===== config.mk =====
export PLATFORM = sky130hd
export DESIGN_NAME = dom_and_sequencer
export DESIGN_NICKNAME = d
export VERILOG_FILES = /design/src/rtl/dom_pkg.sv /design/src/rtl/dom_rand_buf.sv /design/src/rtl/dom_and_sequencer.sv
export SDC_FILE = /design/constraint.sdc
export NUM_CORES = 1
export LEC_CHECK = 0
export CORE_ASPECT_RATIO = 2
export CORE_UTILIZATION = 45
export CTS_CLUSTER_SIZE = 8
export DETAILED_ROUTE_END_ITERATION = 8
export HOLD_SLACK_MARGIN = 0.06
export MAX_ROUTING_LAYER = met4
export PLACE_DENSITY_LB_ADDON = 0.12
export REMOVE_ABC_BUFFERS = 1
export SLEW_MARGIN = 20
export SYNTH_ARGS = -nofsm -noshare
export SYNTH_HDL_FRONTEND = slang
export SYNTH_SLANG_ARGS = --single-unit

===== constraint.sdc =====
create_clock -name clk -period 2.05 [get_ports clk]
set_input_delay 0.41 -clock clk [delete_from_list [all_inputs] [get_ports clk]]
set_output_delay 0.41 -clock clk [all_outputs]
set_load 0.01 [all_outputs]

===== src/rtl/dom_pkg.sv =====
// Shared constants, refresh-width helper and sequencer state type for the DOM AND slice.
package dom_pkg;

  localparam int SHARES = 4;

  // One fresh bit per unordered share pair.
  function automatic int calc_rand_bits(input int shares);
    return (shares * (shares - 1)) / 2;
  endfunction

  localparam int RAND_BITS = calc_rand_bits(SHARES);

  typedef enum logic [1:0] {
    IDLE  = 2'd0,
    ISSUE = 2'd1,
    WAIT  = 2'd2,
    DONE  = 2'd3
  } seq_state_e;

endpackage


===== src/rtl/dom_rand_buf.sv =====
// One-entry buffer for PRNG refresh words; a consumed word is scrubbed to zero so it
// can never be presented to the gadget a second time.
module dom_rand_buf #(
  parameter int W = dom_pkg::RAND_BITS
) (
  input  logic         clk,
  input  logic         rst_n,
  input  logic         rnd_valid_i,
  output logic         rnd_ready_o,
  input  logic [W-1:0] rnd_data_i,
  input  logic         consume_i,
  output logic         full_o,
  output logic [W-1:0] data_o
);

  logic         full_q, full_d;
  logic [W-1:0] data_q, data_d;

  assign rnd_ready_o = !full_q;
  assign full_o      = full_q;
  assign data_o      = data_q;

  // Consume only happens while full, and loads only while empty, so they never collide.
  always_comb begin
    full_d = full_q;
    data_d = data_q;
    if (consume_i) begin
      full_d = 1'b0;
      data_d = '0;
    end else if (rnd_valid_i && !full_q) begin
      full_d = 1'b1;
      data_d = rnd_data_i;
    end
  end

  always_ff @(posedge clk or negedge rst_n) begin
    if (!rst_n) begin
      full_q <= 1'b0;
      data_q <= '0;
    end else begin
      full_q <= full_d;
      data_q <= data_d;
    end
  end

endmodule


===== src/rtl/dom_and_sequencer.sv =====
// Drives one DOM AND gadget: one operation in flight, gadget inputs pulsed for a single
// cycle with a fresh refresh word and held at zero otherwise.
module dom_and_sequencer #(
  parameter int SHARES     = dom_pkg::SHARES,
  parameter int RAND_BITS  = dom_pkg::calc_rand_bits(SHARES),
  parameter int GADGET_LAT = 1,
  parameter int CNT_W      = 16
) (
  input  logic                 clk,
  input  logic                 rst_n,
  input  logic                 in_valid,
  output logic                 in_ready,
  input  logic [SHARES-1:0]    in_a,
  input  logic [SHARES-1:0]    in_b,
  input  logic                 rnd_valid,
  output logic                 rnd_ready,
  input  logic [RAND_BITS-1:0] rnd_data,
  output logic [SHARES-1:0]    g_a,
  output logic [SHARES-1:0]    g_b,
  output logic [RAND_BITS-1:0] g_r,
  input  logic [SHARES-1:0]    g_c,
  output logic                 out_valid,
  input  logic                 out_ready,
  output logic [SHARES-1:0]    out_c,
  output logic                 busy,
  output logic [CNT_W-1:0]     op_count
);

  import dom_pkg::*;

  localparam int WCNT_W = (GADGET_LAT > 1) ? $clog2(GADGET_LAT) : 1;

  seq_state_e           state_q, state_d;
  logic [SHARES-1:0]    op_a_q, op_a_d, op_b_q, op_b_d;
  logic [SHARES-1:0]    ga_q, ga_d, gb_q, gb_d;
  logic [RAND_BITS-1:0] gr_q, gr_d;
  logic                 live_q, live_d;
  logic [WCNT_W-1:0]    wcnt_q, wcnt_d;
  logic [SHARES-1:0]    out_c_q, out_c_d;
  logic                 out_valid_q, out_valid_d;
  logic [CNT_W-1:0]     op_count_q, op_count_d;

  logic                 rbuf_full;
  logic [RAND_BITS-1:0] rbuf_data;
  logic                 consume;

  assign consume = (state_q == ISSUE) && rbuf_full;

  dom_rand_buf #(
    .W (RAND_BITS)
  ) u_rand_buf (
    .clk         (clk),
    .rst_n       (rst_n),
    .rnd_valid_i (rnd_valid),
    .rnd_ready_o (rnd_ready),
    .rnd_data_i  (rnd_data),
    .consume_i   (consume),
    .full_o      (rbuf_full),
    .data_o      (rbuf_data)
  );

  // live_q marks the cycle the registered gadget lines carry the operation; the
  // latency countdown starts only once they have returned to zero.
  always_comb begin
    state_d     = state_q;
    op_a_d      = op_a_q;
    op_b_d      = op_b_q;
    ga_d        = '0;
    gb_d        = '0;
    gr_d        = '0;
    live_d      = 1'b0;
    wcnt_d      = wcnt_q;
    out_c_d     = out_c_q;
    out_valid_d = out_valid_q;
    op_count_d  = op_count_q;
    case (state_q)
      IDLE: begin
        if (in_valid) begin
          op_a_d  = in_a;
          op_b_d  = in_b;
          state_d = ISSUE;
        end
      end
      ISSUE: begin
        if (rbuf_full) begin
          ga_d    = op_a_q;
          gb_d    = op_b_q;
          gr_d    = rbuf_data;
          op_a_d  = '0;
          op_b_d  = '0;
          wcnt_d  = WCNT_W'(GADGET_LAT - 1);
          live_d  = 1'b1;
          state_d = WAIT;
        end
      end
      WAIT: begin
        if (!live_q) begin
          if (wcnt_q != '0) begin
            wcnt_d = wcnt_q - WCNT_W'(1);
          end else begin
            out_c_d     = g_c;
            out_valid_d = 1'b1;
            state_d     = DONE;
          end
        end
      end
      DONE: begin
        if (out_ready) begin
          out_valid_d = 1'b0;
          op_count_d  = op_count_q + CNT_W'(1);
          state_d     = IDLE;
        end
      end
      default: state_d = IDLE;
    endcase
  end

  always_ff @(posedge clk or negedge rst_n) begin
    if (!rst_n) begin
      state_q     <= IDLE;
      op_a_q      <= '0;
      op_b_q      <= '0;
      ga_q        <= '0;
      gb_q        <= '0;
      gr_q        <= '0;
      live_q      <= 1'b0;
      wcnt_q      <= '0;
      out_c_q     <= '0;
      out_valid_q <= 1'b0;
      op_count_q  <= '0;
    end else begin
      state_q     <= state_d;
      op_a_q      <= op_a_d;
      op_b_q      <= op_b_d;
      ga_q        <= ga_d;
      gb_q        <= gb_d;
      gr_q        <= gr_d;
      live_q      <= live_d;
      wcnt_q      <= wcnt_d;
      out_c_q     <= out_c_d;
      out_valid_q <= out_valid_d;
      op_count_q  <= op_count_d;
    end
  end

  assign in_ready  = (state_q == IDLE);
  assign busy      = (state_q != IDLE);
  assign g_a       = ga_q;
  assign g_b       = gb_q;
  assign g_r       = gr_q;
  assign out_c     = out_c_q;
  assign out_valid = out_valid_q;
  assign op_count  = op_count_q;

endmodule


* Yosys cells after proc, flatten, opt, wreduce, memory -nomap -nowiden
Index checks and enable logic that the tools add are counted.
** Word-level totals
- Output and inout bits :: 38
- Register bits after elaboration :: 54
- Logic and storage cells :: 71
- Input bits :: 23
** Cells by class
- Equality and inequality tests :: 8
- Multiplexer cells :: 31
- Reduce and logical (&&, ||, !) cells :: 15
- Add/sub/neg operators :: 2
- Bitwise logic cells :: 2
** Operators with widths (count)
- 2-to-1 mux 4 bit :: 7
- 2-to-1 mux 6 bit :: 4
- adder 16 x 1 -> 16 bit, second input constant :: 1
- case mux 4 bit (2 select lines) :: 2
- 2-to-1 mux 1 bit :: 10
- 2-to-1 mux 2 bit :: 5
- nonzero test 2 bit :: 5
- AND reduction 3 bit :: 3
- inequality test 2 bit, second input constant :: 4
- case mux 2 bit (4 select lines) :: 1
- AND reduction 5 bit :: 1
- equality test 2 bit, second input constant :: 2
- case mux 1 bit (2 select lines) :: 2
- AND reduction 4 bit :: 1
- equality test 2 x 1 -> 1 bit, second input constant :: 1
- logical AND 1 bit :: 2
- logical NOT 2 bit :: 1
- inequality test 2 x 1 -> 1 bit, second input constant :: 1
- NOT 1 bit :: 2
- AND reduction 2 bit :: 1
- logical NOT 1 bit :: 1
- subtractor 1 bit, second input constant :: 1

* Depth between registers and ports, before layout
- Depth in word-level cells :: 4
- Mapped depth :: 6
- Gate-level depth less buffers :: 6

* Hierarchy
From an unflattened synthesis, not the netlist that was laid out.
** Unflattened totals
- Cell total of the unflattened synthesis :: 184
- Area, all modules :: 2249.7 um^2
** Modules (own cells, without submodules)
- dom_and_sequencer :: cells each 154, instances 1, seq. area each 1151.1 um^2, area each 1910.6 um^2
- dom_rand_buf :: cells each 30, instances 1, seq. area each 175.2 um^2, area each 339.1 um^2

* Worst setup path before layout
OpenSTA, ideal clock, no wires.
- Path kind :: register to register
- Start point :: register state_q[0]
- End point :: register state_q[1]
- Buffers on the path :: 0
- Data required time :: 1.925 ns
- Arrival time :: 1.636 ns
- Cell stages (with the launch flop) :: 7
- Slack :: 0.289 ns
- Library setup time :: 0.125 ns
- Clock period less this slack :: 1.761 ns
- Cell sequence :: dfrtp_1 -> inv_1 -> ha_1 -> clkinv_1 -> o21ai_0 -> a221o_1 -> mux2_2
** On the way
- Cells in the longest elaborated chain, start to end :: 3
- Elaborated cells on any way between the ends :: 11
- Those cells by class :: eq/ne: 8; mux: 1; reduce/logical: 2
** Ends and longest elaborated chain
- start, declared :: RTL line dom_and_sequencer.sv:33 : seq_state_e state_q, state_d;
- start signal, assigned :: RTL line dom_and_sequencer.sv:132 : state_q <= state_d;
- logical NOT 2 bit *
- named net in_ready :: RTL line dom_and_sequencer.sv:12 : output logic in_ready,
- inequality test 2 bit (no source line)
- AND reduction 5 bit (no source line)
The timed path passes the listed nets; every way through them passes the cells marked *.
A chain may end at the register's enable or synchronous reset.

* Worst setup path in the final report
- Start point :: register u_rand_buf.full_q (netlist: u_rand_buf.full_o)
- End point :: output rnd_ready
** On the way
- Cells in the longest elaborated chain, start to end :: 1
** Ends and longest elaborated chain
- start, declared :: RTL line dom_rand_buf.sv:16 : logic full_q, full_d;
- start signal, assigned :: RTL line dom_rand_buf.sv:41 : full_q <= full_d;
- logical NOT 1 bit :: RTL line dom_rand_buf.sv:19 : assign rnd_ready_o = !full_q;
- end, declared :: RTL line dom_and_sequencer.sv:16 : output logic rnd_ready,
Every way passes these cells.

==> results.json <==
{
  "final_common_cell": "clkdlybuf4s50_1",
  "start_util_pct": 47.1,
  "setup_viol": 0,
  "grt_pass1_vias": 1731,
  "antenna_found_initial": 0,
  "slew_headroom_pct": 72.4,
  "viasPerCell": 5.26,
  "portBuffers": 60,
  "critical_path.startpoint_type": "register",
  "status": "finished, final reports clean",
  "power.density_nw_per_um2": 1160,
  "synth_area_leader_cell": "dfrtp_1",
  "fin_setup_tns_ns": 0,
  "synthTopCellsByArea": "dfrtp_1 (58%), and3_1 (4.4%), xnor2_1 (3.8%)",
  "fmax_mhz": 537,
  "irDropWorstVdd_mv": 0.708,
  "vias": 1709,
  "routedWlPerCell_um": 14.9,
  "r2r_slack_ns": 0.39,
  "yosys_warnings": 0,
  "grt.total_usage_pct": 21.0,
  "die_h_um": 103,
  "p_leak_nw": 1.47,
  "io_pins": 61,
  "clockBufferDepth": 2,
  "critPathMaxFanout": 10,
  "h-tree-depth": 2,
  "synth.distinct_cells": 32,
  "dpl.hpwl_mm": 3.61,
  "rsz0062_at_grt": "false",
  "gp_congestion": 0.742,
  "tightest_slew_ns": 0.413,
  "fp.coreArea_um2": 4860,
  "required_ns": 1.64,
  "cts_made_buffers": 5,
  "route.detailed.drc": 0,
  "synth_area_um2": 2290,
  "synth_top_area_share_pct": 57.9,
  "antennaDiodeCount": 0,
  "row_count": 36,
  "ant_nets": 0,
  "slew_viol_final": 0,
  "die_w_um": 52.5,
  "clkSinkCount": 53,
  "avgSynthCellArea_um2": 11.5,
  "layout_common_cells": "clkdlybuf4s50_1 (57), dfrtp_1 (53), nand2_1 (19)",
  "overflow": 0,
  "ys_seq_elements": 53,
  "clkTransAtPathRegs_ns": 0.09,
  "cts_tree": "done",
  "postSynthCellCount": 199,
  "cp.arrival_ns": 1.45,
  "final_nets": 297,
  "grt_max_degree": 29,
  "critPathKind": "reg2out",
  "utilization_pct": 63.6,
  "drt_first_pass_iters": 4,
  "fillers": 401,
  "hold_path.class": "in2async",
  "endpoint_kind": "output port",
  "drive_gt1_share_pct": 10.8,
  "drt_iter0_markers": 23,
  "finClkSkew_ns": 0.00318,
  "cts_root_buffer": "clkbuf_8",
  "clk_latency_ns": 0.30,
  "fin_crit_sh_pct": 90.9,
  "timing.hold.ws_ns": 0.409,
  "drv_cap": 0,
  "drt-total-wl_mm": 4.85,
  "min_period_ns": 1.86,
  "dieArea_um2": 5400,
  "syn2layout_area_growth_pct": 34.9,
  "seq_area_frac_synth_pct": 57.9,
  "hold_violations": 0,
  "grt_pass1_wl_mm": 7.99
}
state kept, by name, summed over array words and instances (netlist names):
register and cells:
out_valid 1, out_c 4, op_count 16, op_b_q 4
state_q 2, u_rand_buf.full_o 1, op_a_q 4, g_r 6
g_a 4, live_q 1, g_b 4, u_rand_buf.data_o 6
worst max-delay path: stages (launching register included):
cell and delay (ns):
dfrtp_1 0.49, inv_1 0.12, clkdlybuf4s50_1 0.54
kinds of logic (layout without fill, tap and decap cells):
kind of cell | after synthesis | count (layout) | share of synthesized area [%]
xor+xnor | 15 | 15 | 5.73
buf+inv | 14 | 83 | 2.35
simple gates | 70 | 70 | 18.0
fa+ha+maj | 6 | 6 | 3.28
compound gates | 28 | 28 | 6.77
mux | 13 | 13 | 6.00
flops | 53 | 53 | 57.9
synth_stat cells:
library cell  count
inv_1             6
nor2_1            5
ha_1              6
clkinv_1          1
nand2b_1          1
a21oi_1           8
buf_2             1
o21ai_0          12
mux2i_1           7
o21ai_1           1
a22o_1            1
a221o_1           1
nand3b_1          1
nand4_2           1
and2b_1           4
xnor2_1          10
xor2_1            5
mux2_2            6
nor3_1            2
and3_2            1
nand3_1           6
and2_1            2
nand4_1           3
nand2_1          19
nor4_4            1
and3_1           16
and2_2            1
clkbuf_1          6
dfrtp_1          53
o22ai_1           5
nor2b_1           6
nand4_4           1
per-stage QoR:
stage	std cells	instance area, µm²	power, mW	setup WS, ns
finish	325	3090	3.58	0.187
global route	325	3090	3.84	0.113
CTS	325	3090	3.61	0.00815
detailed placement	317	2990	3.01	0.187
global placement	317	2990	2.98	0.239
floorplan	192	2260	2.32	0.289
cell type report:
type	count	area [µm²]	area share [%]
clock buffers	7	86.3	2.79
inverters	7	27.5	0.890
multi-input cells	132	915	29.6
flip-flops and latches	53	1330	42.9
well taps	57	71.3	2.31
repair buffers	69	667	21.6
power breakdown:
group          switching (mW)  leakage, nW  internal, mW  total (mW)
combinational           0.665        0.733         0.732        1.40
sequential              0.250        0.689          1.34        1.59
clock                   0.322       0.0443         0.269       0.591
metal layers:
| layer | global-route usage [%] | wire [µm] | vias up |
|---|---|---|---|
| met5 | - | 0 | - |
| li1 | - | - | 815 |
| met3 | 4.13 | 133 | 9 |
| met1 | 22.0 | 1860 | 847 |
| met2 | 36.7 | 2750 | 38 |
| met4 | 9.31 | 106 | 0 |
timing repair:
item,in CTS,in global routing
setup buffers,0,0
hold buffers,1,0
endpoints found under the hold margin,1,0
resized for setup,3,2
setup endpoints to repair,1,1
path summary, 6_finish.rpt:
path | startpoint | to | depth (start not counted)
worst max-delay path | u_rand_buf.full_o$_DFFE_PN0P_ | rnd_ready | 2
worst min-delay path | rst_n | out_c[0]$_DFFE_PN0P_ | 2
worst max register to register | state_q[1]$_DFFE_PN0P_ | state_q[1]$_DFFE_PN0P_ | 6
worst min register to register | op_count[15]$_DFFE_PN0P_ | op_count[15]$_DFFE_PN0P_ | 1
max in group asynchronous | rst_n | state_q[0]$_DFFE_PN0P_ | 3
min in group clk | op_count[15]$_DFFE_PN0P_ | op_count[15]$_DFFE_PN0P_ | 1
No activity file was read; power rests on OpenSTA's default activity.
